--- config.mk ---
export PLATFORM = sky130hd
export DESIGN_NAME = tx_fifo_arbiter
export DESIGN_NICKNAME = d
export VERILOG_FILES = /design/src/rtl/tx_fifo_arbiter.sv
export SDC_FILE = /design/constraint.sdc
export NUM_CORES = 1
export LEC_CHECK = 0
export ABC_AREA = 1
export CAP_MARGIN = 25
export CORE_MARGIN = 1
export CORE_UTILIZATION = 25
export CTS_CLUSTER_SIZE = 24
export DETAILED_ROUTE_END_ITERATION = 8
export GPL_TIMING_DRIVEN = 0
export REMOVE_ABC_BUFFERS = 1
export SLEW_MARGIN = 20
export SYNTH_ARGS = -nofsm -noshare
export SYNTH_HDL_FRONTEND = slang
export SYNTH_SLANG_ARGS = --single-unit
--- constraint.sdc ---
create_clock -name clk -period 4.3 [get_ports clk]
set_input_delay 0.645 -clock clk [delete_from_list [all_inputs] [get_ports clk]]
set_output_delay 0.645 -clock clk [all_outputs]
set_load 0.005 [all_outputs]
--- src/rtl/tx_fifo_arbiter.sv ---
// Round-robin arbiter that frames FWFT source FIFO bursts as header/data/trailer
// packets onto a single Aurora TX LocalLink channel.
module tx_fifo_arbiter #(
  parameter int unsigned WIDTH = 32,
  parameter int unsigned NSRC  = 4,
  parameter int unsigned SRCW  = 2,
  parameter int unsigned BURST = 16
) (
  input  logic                  clk,
  input  logic                  rst,
  input  logic                  link_active,
  input  logic [NSRC-1:0]       src_empty_i,
  input  logic [NSRC*WIDTH-1:0] src_data_i,
  output logic [NSRC-1:0]       src_rden_o,
  output logic [WIDTH-1:0]      tx_d,
  output logic                  tx_src_rdy_n,
  input  logic                  tx_dst_rdy_n,
  output logic [NSRC-1:0]       grant_o,
  output logic                  busy_o
);

  localparam int unsigned CNTW = 16;

  typedef enum logic [1:0] {IDLE, HEADER, DATA, TRAILER} state_e;

  state_e            state_q, state_d;
  logic [SRCW-1:0]   ptr_q, ptr_d;
  logic [SRCW-1:0]   sel_q, sel_d;
  logic [CNTW-1:0]   cnt_q, cnt_d;

  logic [WIDTH-1:0]  src_word [NSRC];
  logic [WIDTH-1:0]  hdr_word;
  logic [WIDTH-1:0]  trl_word;
  logic [CNTW-1:0]   cnt_inc;
  logic [SRCW-1:0]   idx;
  logic [SRCW-1:0]   pick;
  logic              found;
  logic              sel_empty;
  logic              sel_xfer;

  for (genvar k = 0; k < NSRC; k++) begin : g_unpack
    assign src_word[k] = src_data_i[k*WIDTH +: WIDTH];
  end

  // First non-empty source after ptr, wrapping back to ptr itself last.
  always_comb begin
    found = 1'b0;
    pick  = '0;
    idx   = '0;
    for (int unsigned i = 1; i <= NSRC; i++) begin
      idx = SRCW'((32'(ptr_q) + i) % NSRC);
      if (!found && !src_empty_i[idx]) begin
        found = 1'b1;
        pick  = idx;
      end
    end
  end

  always_comb begin
    hdr_word                  = '0;
    hdr_word[WIDTH-1 -: 8]    = 8'hA5;
    hdr_word[SRCW-1:0]        = sel_q;
    trl_word                  = '0;
    trl_word[WIDTH-1 -: 8]    = 8'h5A;
    trl_word[CNTW-1:0]        = cnt_q;
  end

  assign sel_empty = src_empty_i[sel_q];
  assign sel_xfer  = ~sel_empty & ~tx_dst_rdy_n;
  assign cnt_inc   = cnt_q + 16'd1;

  always_ff @(posedge clk) begin
    if (rst) begin
      state_q <= IDLE;
      ptr_q   <= '0;
      sel_q   <= '0;
      cnt_q   <= '0;
    end else begin
      state_q <= state_d;
      ptr_q   <= ptr_d;
      sel_q   <= sel_d;
      cnt_q   <= cnt_d;
    end
  end

  // Next-state: a dropped link abandons the packet but keeps the rr pointer.
  always_comb begin
    state_d = state_q;
    ptr_d   = ptr_q;
    sel_d   = sel_q;
    cnt_d   = cnt_q;
    if (!link_active) begin
      state_d = IDLE;
      sel_d   = '0;
      cnt_d   = '0;
    end else begin
      case (state_q)
        IDLE: begin
          if (found) begin
            sel_d   = pick;
            cnt_d   = '0;
            state_d = HEADER;
          end
        end
        HEADER: begin
          if (!tx_dst_rdy_n) state_d = DATA;
        end
        DATA: begin
          if (sel_xfer) cnt_d = cnt_inc;
          if ((sel_xfer && (cnt_inc == CNTW'(BURST))) || (sel_empty && (cnt_q != '0)))
            state_d = TRAILER;
        end
        TRAILER: begin
          if (!tx_dst_rdy_n) begin
            ptr_d   = sel_q;
            state_d = IDLE;
          end
        end
        default: state_d = IDLE;
      endcase
    end
  end

  // Outputs; reset or link loss suppresses any transfer and pop this cycle.
  always_comb begin
    src_rden_o   = '0;
    tx_d         = '0;
    tx_src_rdy_n = 1'b1;
    grant_o      = '0;
    busy_o       = 1'b0;
    case (state_q)
      HEADER: begin
        tx_d         = hdr_word;
        tx_src_rdy_n = 1'b0;
        grant_o      = NSRC'(1) << sel_q;
        busy_o       = 1'b1;
      end
      DATA: begin
        tx_d              = src_word[sel_q];
        tx_src_rdy_n      = sel_empty;
        src_rden_o[sel_q] = sel_xfer;
        grant_o           = NSRC'(1) << sel_q;
        busy_o            = 1'b1;
      end
      TRAILER: begin
        tx_d         = trl_word;
        tx_src_rdy_n = 1'b0;
        grant_o      = NSRC'(1) << sel_q;
        busy_o       = 1'b1;
      end
      default: ;
    endcase
    if (rst || !link_active) begin
      src_rden_o   = '0;
      tx_src_rdy_n = 1'b1;
    end
  end

endmodule

### Word level (Yosys, flattened, before mapping)

Index checks and enable logic that the tools add are counted.

| operators by class | value |
|---|---|
| multiplexer cells | 38 |
| eq/ne operators | 9 |
| $add $sub $neg | 5 |
| shift-type cells | 1 |
| order comparisons | 7 |
| reductions and logical operators | 24 |
| multipliers | 0 |
| div/mod/pow operators | 0 |
| bitwise gates (word level) | 6 |

Operators with widths:

| kind | count |
|---|---|
| 32-bit case mux with 3 select lines | 1 |
| 32-bit binary-select mux with 2-bit select | 1 |
| 32-bit 2-to-1 mux | 2 |
| 16-bit 2-to-1 mux | 2 |
| 16-bit case mux with 2 select lines | 1 |
| 16-bit by 1-bit adder with 16-bit output (second input constant) | 1 |
| 16-bit by 5-bit == test with 1-bit output (second input constant) | 1 |
| 2-bit 2-to-1 mux | 8 |
| 16-bit nonzero test | 1 |
| 2-bit by 3-bit less-than comparator with 1-bit output (second input constant) | 5 |
| 1-bit 2-to-1 mux | 12 |
| 4-bit 2-to-1 mux | 3 |
| 1-bit binary-select mux with 2-bit select | 5 |
| 2-bit != test (second input constant) | 5 |
| 2-bit case mux with 4 select lines | 1 |
| 1-bit logical AND | 6 |
| 1-bit zero test | 6 |
| 3-bit AND reduction | 2 |
| 2-bit by 1-bit adder with 2-bit output (second input constant) | 2 |
| 2-bit adder (second input constant) | 2 |
| 4-bit AND | 1 |
| 2-bit == test (second input constant) | 2 |
| 4-bit AND reduction | 1 |
| 2-bit OR reduction | 2 |
| 14 further kinds | 17 |

| word-level totals | value |
|---|---|
| bits in latches | 0 |
| input bits | 136 |
| memory bits (writable) | 0 |
| logic and storage cells | 94 |
| output and inout port bits | 42 |
| ROM bits | 0 |
| register bits after elaboration | 22 |
| memories | 0 |

### Logic depth before layout (Yosys ltp)

| depth | value |
|---|---|
| word-level depth | 14 |
| depth in mapped cells | 15 |
| gate-level depth less buffers | 14 |

### Least setup slack after synthesis

Ideal clock, no wire load.

| path | value |
|---|---|
| kind | input port to output port |
| from | input link_active |
| to | output tx_src_rdy_n |
| stages on the path | 4 |
| data required time | 3655 ps |
| path slack | 2247 ps |
| arrival | 1408 ps |
| cells stage by stage | inv_1 nor2_1 clkbuf_1 o311ai_0 |

| between the ends | value |
|---|---|
| word-level cells in the longest chain between the ends | 3 |

RTL lines:

| what | line | RTL |
|---|---|---|
| from (decl) | 11 | `input logic link_active,` |
| 1-bit zero test | 153 | `if (rst \|\| !link_active) begin` |
| 1-bit logical OR | 153 |  |
| 1-bit 2-to-1 mux | 153 |  |
| to (decl) | 16 | `output logic tx_src_rdy_n,` |

Every way passes these cells.

### Worst setup path in the final report

| path | value |
|---|---|
| from | register sel_q[0] |
| to | output tx_d[22] |

| between the ends | value |
|---|---|
| word-level cells in the longest chain between the ends | 5 |

RTL lines:

| what | line | RTL |
|---|---|---|
| from (decl) | 28 | `logic [SRCW-1:0] sel_q, sel_d;` |
| from (signal assigned) | 81 | `sel_q <= sel_d;` |
| 2-bit NOT with 3-bit output (not written as such) | 139 | `tx_d = src_word[sel_q];` |
| 32-bit binary-select mux with 2-bit select | 139 |  |
| 32-bit 2-to-1 mux (not written as such) (2 in series) | 139 |  |
| 32-bit case mux with 3 select lines | 131 | `case (state_q)` |
| to (decl) | 15 | `output logic [WIDTH-1:0] tx_d,` |

Every way passes these cells. The select of a mux whose other input is x is not followed.

==> out/qor.csv <==
stage,metric,value,unit
timing,f_max,0.2787,GHz
finish,Finished Layout Cells,780,
synth,Synth Instances,488,
clocking,maximum clock path buffer count,2,
floorplan,Row Count,37,
floorplan,full die area,11370,um^2
route,Routed Wire Length,12120,um
finish,"commonest non-fill, non-tap cells in the layout","clkdlybuf4s50_1 (177), nand2_1 (129), nand3_1 (48)",
worst_setup_path,Setup Crit Path Kind,reg2out,
global_routing,met2 global-route usage,39.82,%
route,first drt pass iteration count,4,
placement,DPL Wire Length,9607,um
worst_setup_path,r2r startpoint,sel_q[1],
synth,Synth async-reset ratio,0,%
power_and_ir_drop,pwr/cell area,189.6,nW/um^2
worst_setup_path,"delay-heaviest family, CP",buffers and inverters,
clocking,clk slew on worst S/H paths,0.08,ns
synth,Yosys cell types,32,
floorplan,# IOs,178,
synth,post-synthesis adder-cell area fraction,3.201,%
global_routing,initial antenna violation count,0,
placement,input/output buffers,177,
worst_setup_path,Crit. End Element,output port,
global_routing,number of global-route vias before repair,3888,
clocking,total CTS buffers,3,
global_routing,GR Util met1,24.41,%
timing,fin. max-slew vios,0,
global_routing,Top Usage Layer GRT,met2,
floorplan,Die Y,106.6,um
worst_setup_path,Crit path required time,3.65,ns
timing,RSZ-0062 raised after global routing,false,
synth,sequential area share after synthesis,16.10,%
finish,fin nets,788,
timing,Worst Tran Pin Value,0.8609,ns
finish,P&R area growth vs syn,71.65,%
power_and_ir_drop,maximum vdd drop,104.3,uV
worst_setup_path,CP Cell Sequence,buf_12 > inv_2 > nor2_4 > buf_8 > a22oi_1 > a31oi_1 > clkdlybuf4s50_1,
clocking,post-cts resize count,0,
clocking,H-tree depth,1,
worst_setup_path,"Buf+Inv Stages, Crit Path",4,
clocking,"Hold-fix buffers, CTS",0,
clocking,Clock Tree Root,clkbuf_8,
timing,final setup vio count,0,
job,number of max-cap violations,0,
route,DR vias/cell,5.105,
placement,DP Area,4626,um^2
clocking,clk sinks,22,
global_routing,GRT Util Overall,21.07,%
route,wire per inst,15.54,um
synth,Synth Register Bits,22,
min_path,worst hold-check path type,reg2reg,
finish,layout cells sized above 1,3.106,%
route,vias,3982,
power_and_ir_drop,Leak,1.689,nW
global_routing,GR Util met3,3.343,%
timing,Final Cycle Share,83.45,%
synth,largest family of logic cells by synthesized area,simple AND/OR/NAND/NOR gates,
worst_setup_path,CP arrival,2.94,ns
synth,ys flop type,dfxtp_1,
synth,Post-synth EDFFs,0,
placement,cell count after placement,776,
clocking,clock latency at the later pin of the worst-skew pair,0.27,ns
timing,Worst Skew,0.003032,ns
worst_setup_path,Critical path origin,sel_q[0],
synth,post-synthesis cell area,2736,um^2
global_routing,first-pass GRT wire length,19300,um
synth,mux cell area share after synthesis,0,%
timing,fin crit period,3.588,ns
floorplan,Die X,106.6,um
worst_setup_path,Worst setup SP type,flip-flop,
min_path,Hold Startpoint,cnt_q[13],
route,DRC viols,0,
synth,Post-Synth XOR/XNOR Area,0.6401,%
worst_setup_path,"slowest stage delay, CP",0.60,ns
finish,final instance area,4697,um^2
timing,max_slew headroom,42.47,%
synth,yosys warns,0,
route,1st-iter DRT viols,174,
clocking,CTS tree,done,
global_routing,pin count of the biggest net entering global routing,37,
timing,Final Hold Fails,0,
placement,gpl congestion,0.8764,
finish,"most common cell after layout, fill and taps aside",clkdlybuf4s50_1,
finish,diodes inserted,0,
floorplan,core area,10460,um^2
route,Final ANT Viol Nets,0,
synth,Mapped Avg Cell Area,5.607,um^2
timing,Fin Hold WS,0.5455,ns
worst_setup_path,CP max-delay cell,clkdlybuf4s50_1,
synth,Synth Area in Compound Gates,31.96,%
global_routing,GRT overflow,0,
clocking,"Setup Fix Bufs, Post-CTS",0,
floorplan,initial core utilization,26.15,%
worst_setup_path,worst-path maximum fanout,36,
synth,Simple-Gate Fraction of Synth Area,37.36,%
status,status,completed,
==> metal layers <==
metal  vias to the layer above  routed length, um
met2                       128               6194
met4                         0                198
met1                      1823               4971
met3                        11                757
li1                       2020                  -
met5                         -                  0
==> final cells by class <==
class / count / area (um^2)
Clock inverter: 1 / 30.03
Clock buffer: 3 / 41.29
Tap cell: 136 / 170.2
Multi-Input combinational cell: 395 / 2019
Inverter: 42 / 157.7
Sequential cell: 22 / 441.7
Timing Repair Buffer: 181 / 1837
Fill cell: 1138 / 5766
==> report_power, final <==
| group | internal [mW] | switching (mW) | total (mW) |
|---|---|---|---|
| clock | 0.124 | 0.0736 | 0.198 |
| sequential | 0.217 | 0.0221 | 0.239 |
| combinational | 0.231 | 0.223 | 0.453 |
| total | 0.572 | 0.318 | 0.891 |
==> worst reg2reg max path: stages (launching register included) <==
cell	delay [ns]
dfxtp_1	0.70
inv_1	0.58
nand2_1	0.23
nand3_1	0.26
a21oi_1	0.30
nand2_4	0.21
inv_1	0.19
nand3_1	0.08
a21oi_1	0.15
==> stage by stage <==
stage | TNS (ns) | utilization (%) | setup WS, ns | power (mW)
after CTS | 0 | 44.89 | 0.6887 | 0.8953
after global routing | 0 | 44.89 | 0.5109 | 0.9485
after global placement | -48.84 | 43.41 | -1.619 | 0.6776
final | 0 | 44.89 | 0.7117 | 0.8908
after floorplan | 0 | - | 0.7271 | 0.4507
after detailed placement | 0 | 44.21 | 0.8699 | 0.6984
==> registers in the layout, indices dropped and copies added, names as in the netlist <==
signal and flops:
cnt_q 16, state_q 2, sel_q 2, ptr_q 2
==> cells in the mapped netlist, drive strengths merged, types with 10 or more instances <==
library cell | instances | area, um^2
a21oi | 47 | 235.2
a221oi | 22 | 192.7
a22oi | 10 | 75.07
a31oi | 10 | 62.56
buf | 10 | 65.06
clkbuf | 19 | 71.32
dfxtp | 22 | 440.4
inv | 42 | 157.6
nand2 | 132 | 508.0
nand3 | 48 | 240.2
nor2 | 44 | 170.2
o21ai | 37 | 188.9
o22ai | 13 | 81.33
==> cell families (layout without fill, tap and decap cells) <==
family,Yosys count,after routing
and+or+nand+nor,242,242
DFF,22,22
xor gates and xnor gates,2,2
AOI/OAI and AO/OA,144,144
buffers and inverters,71,227
adders and majority gates,7,7
==> path summary, 6_finish.rpt <==
check	end	slack, ns	cells past startpoint
setup reg to reg	cnt_q[14]	1.54	8
setup / recovery	tx_d[22]	0.71	7
hold / removal	cnt_q[13]	0.55	2
hold reg to reg	cnt_q[13]	0.55	2
No activity file was read; power rests on OpenSTA's default activity.
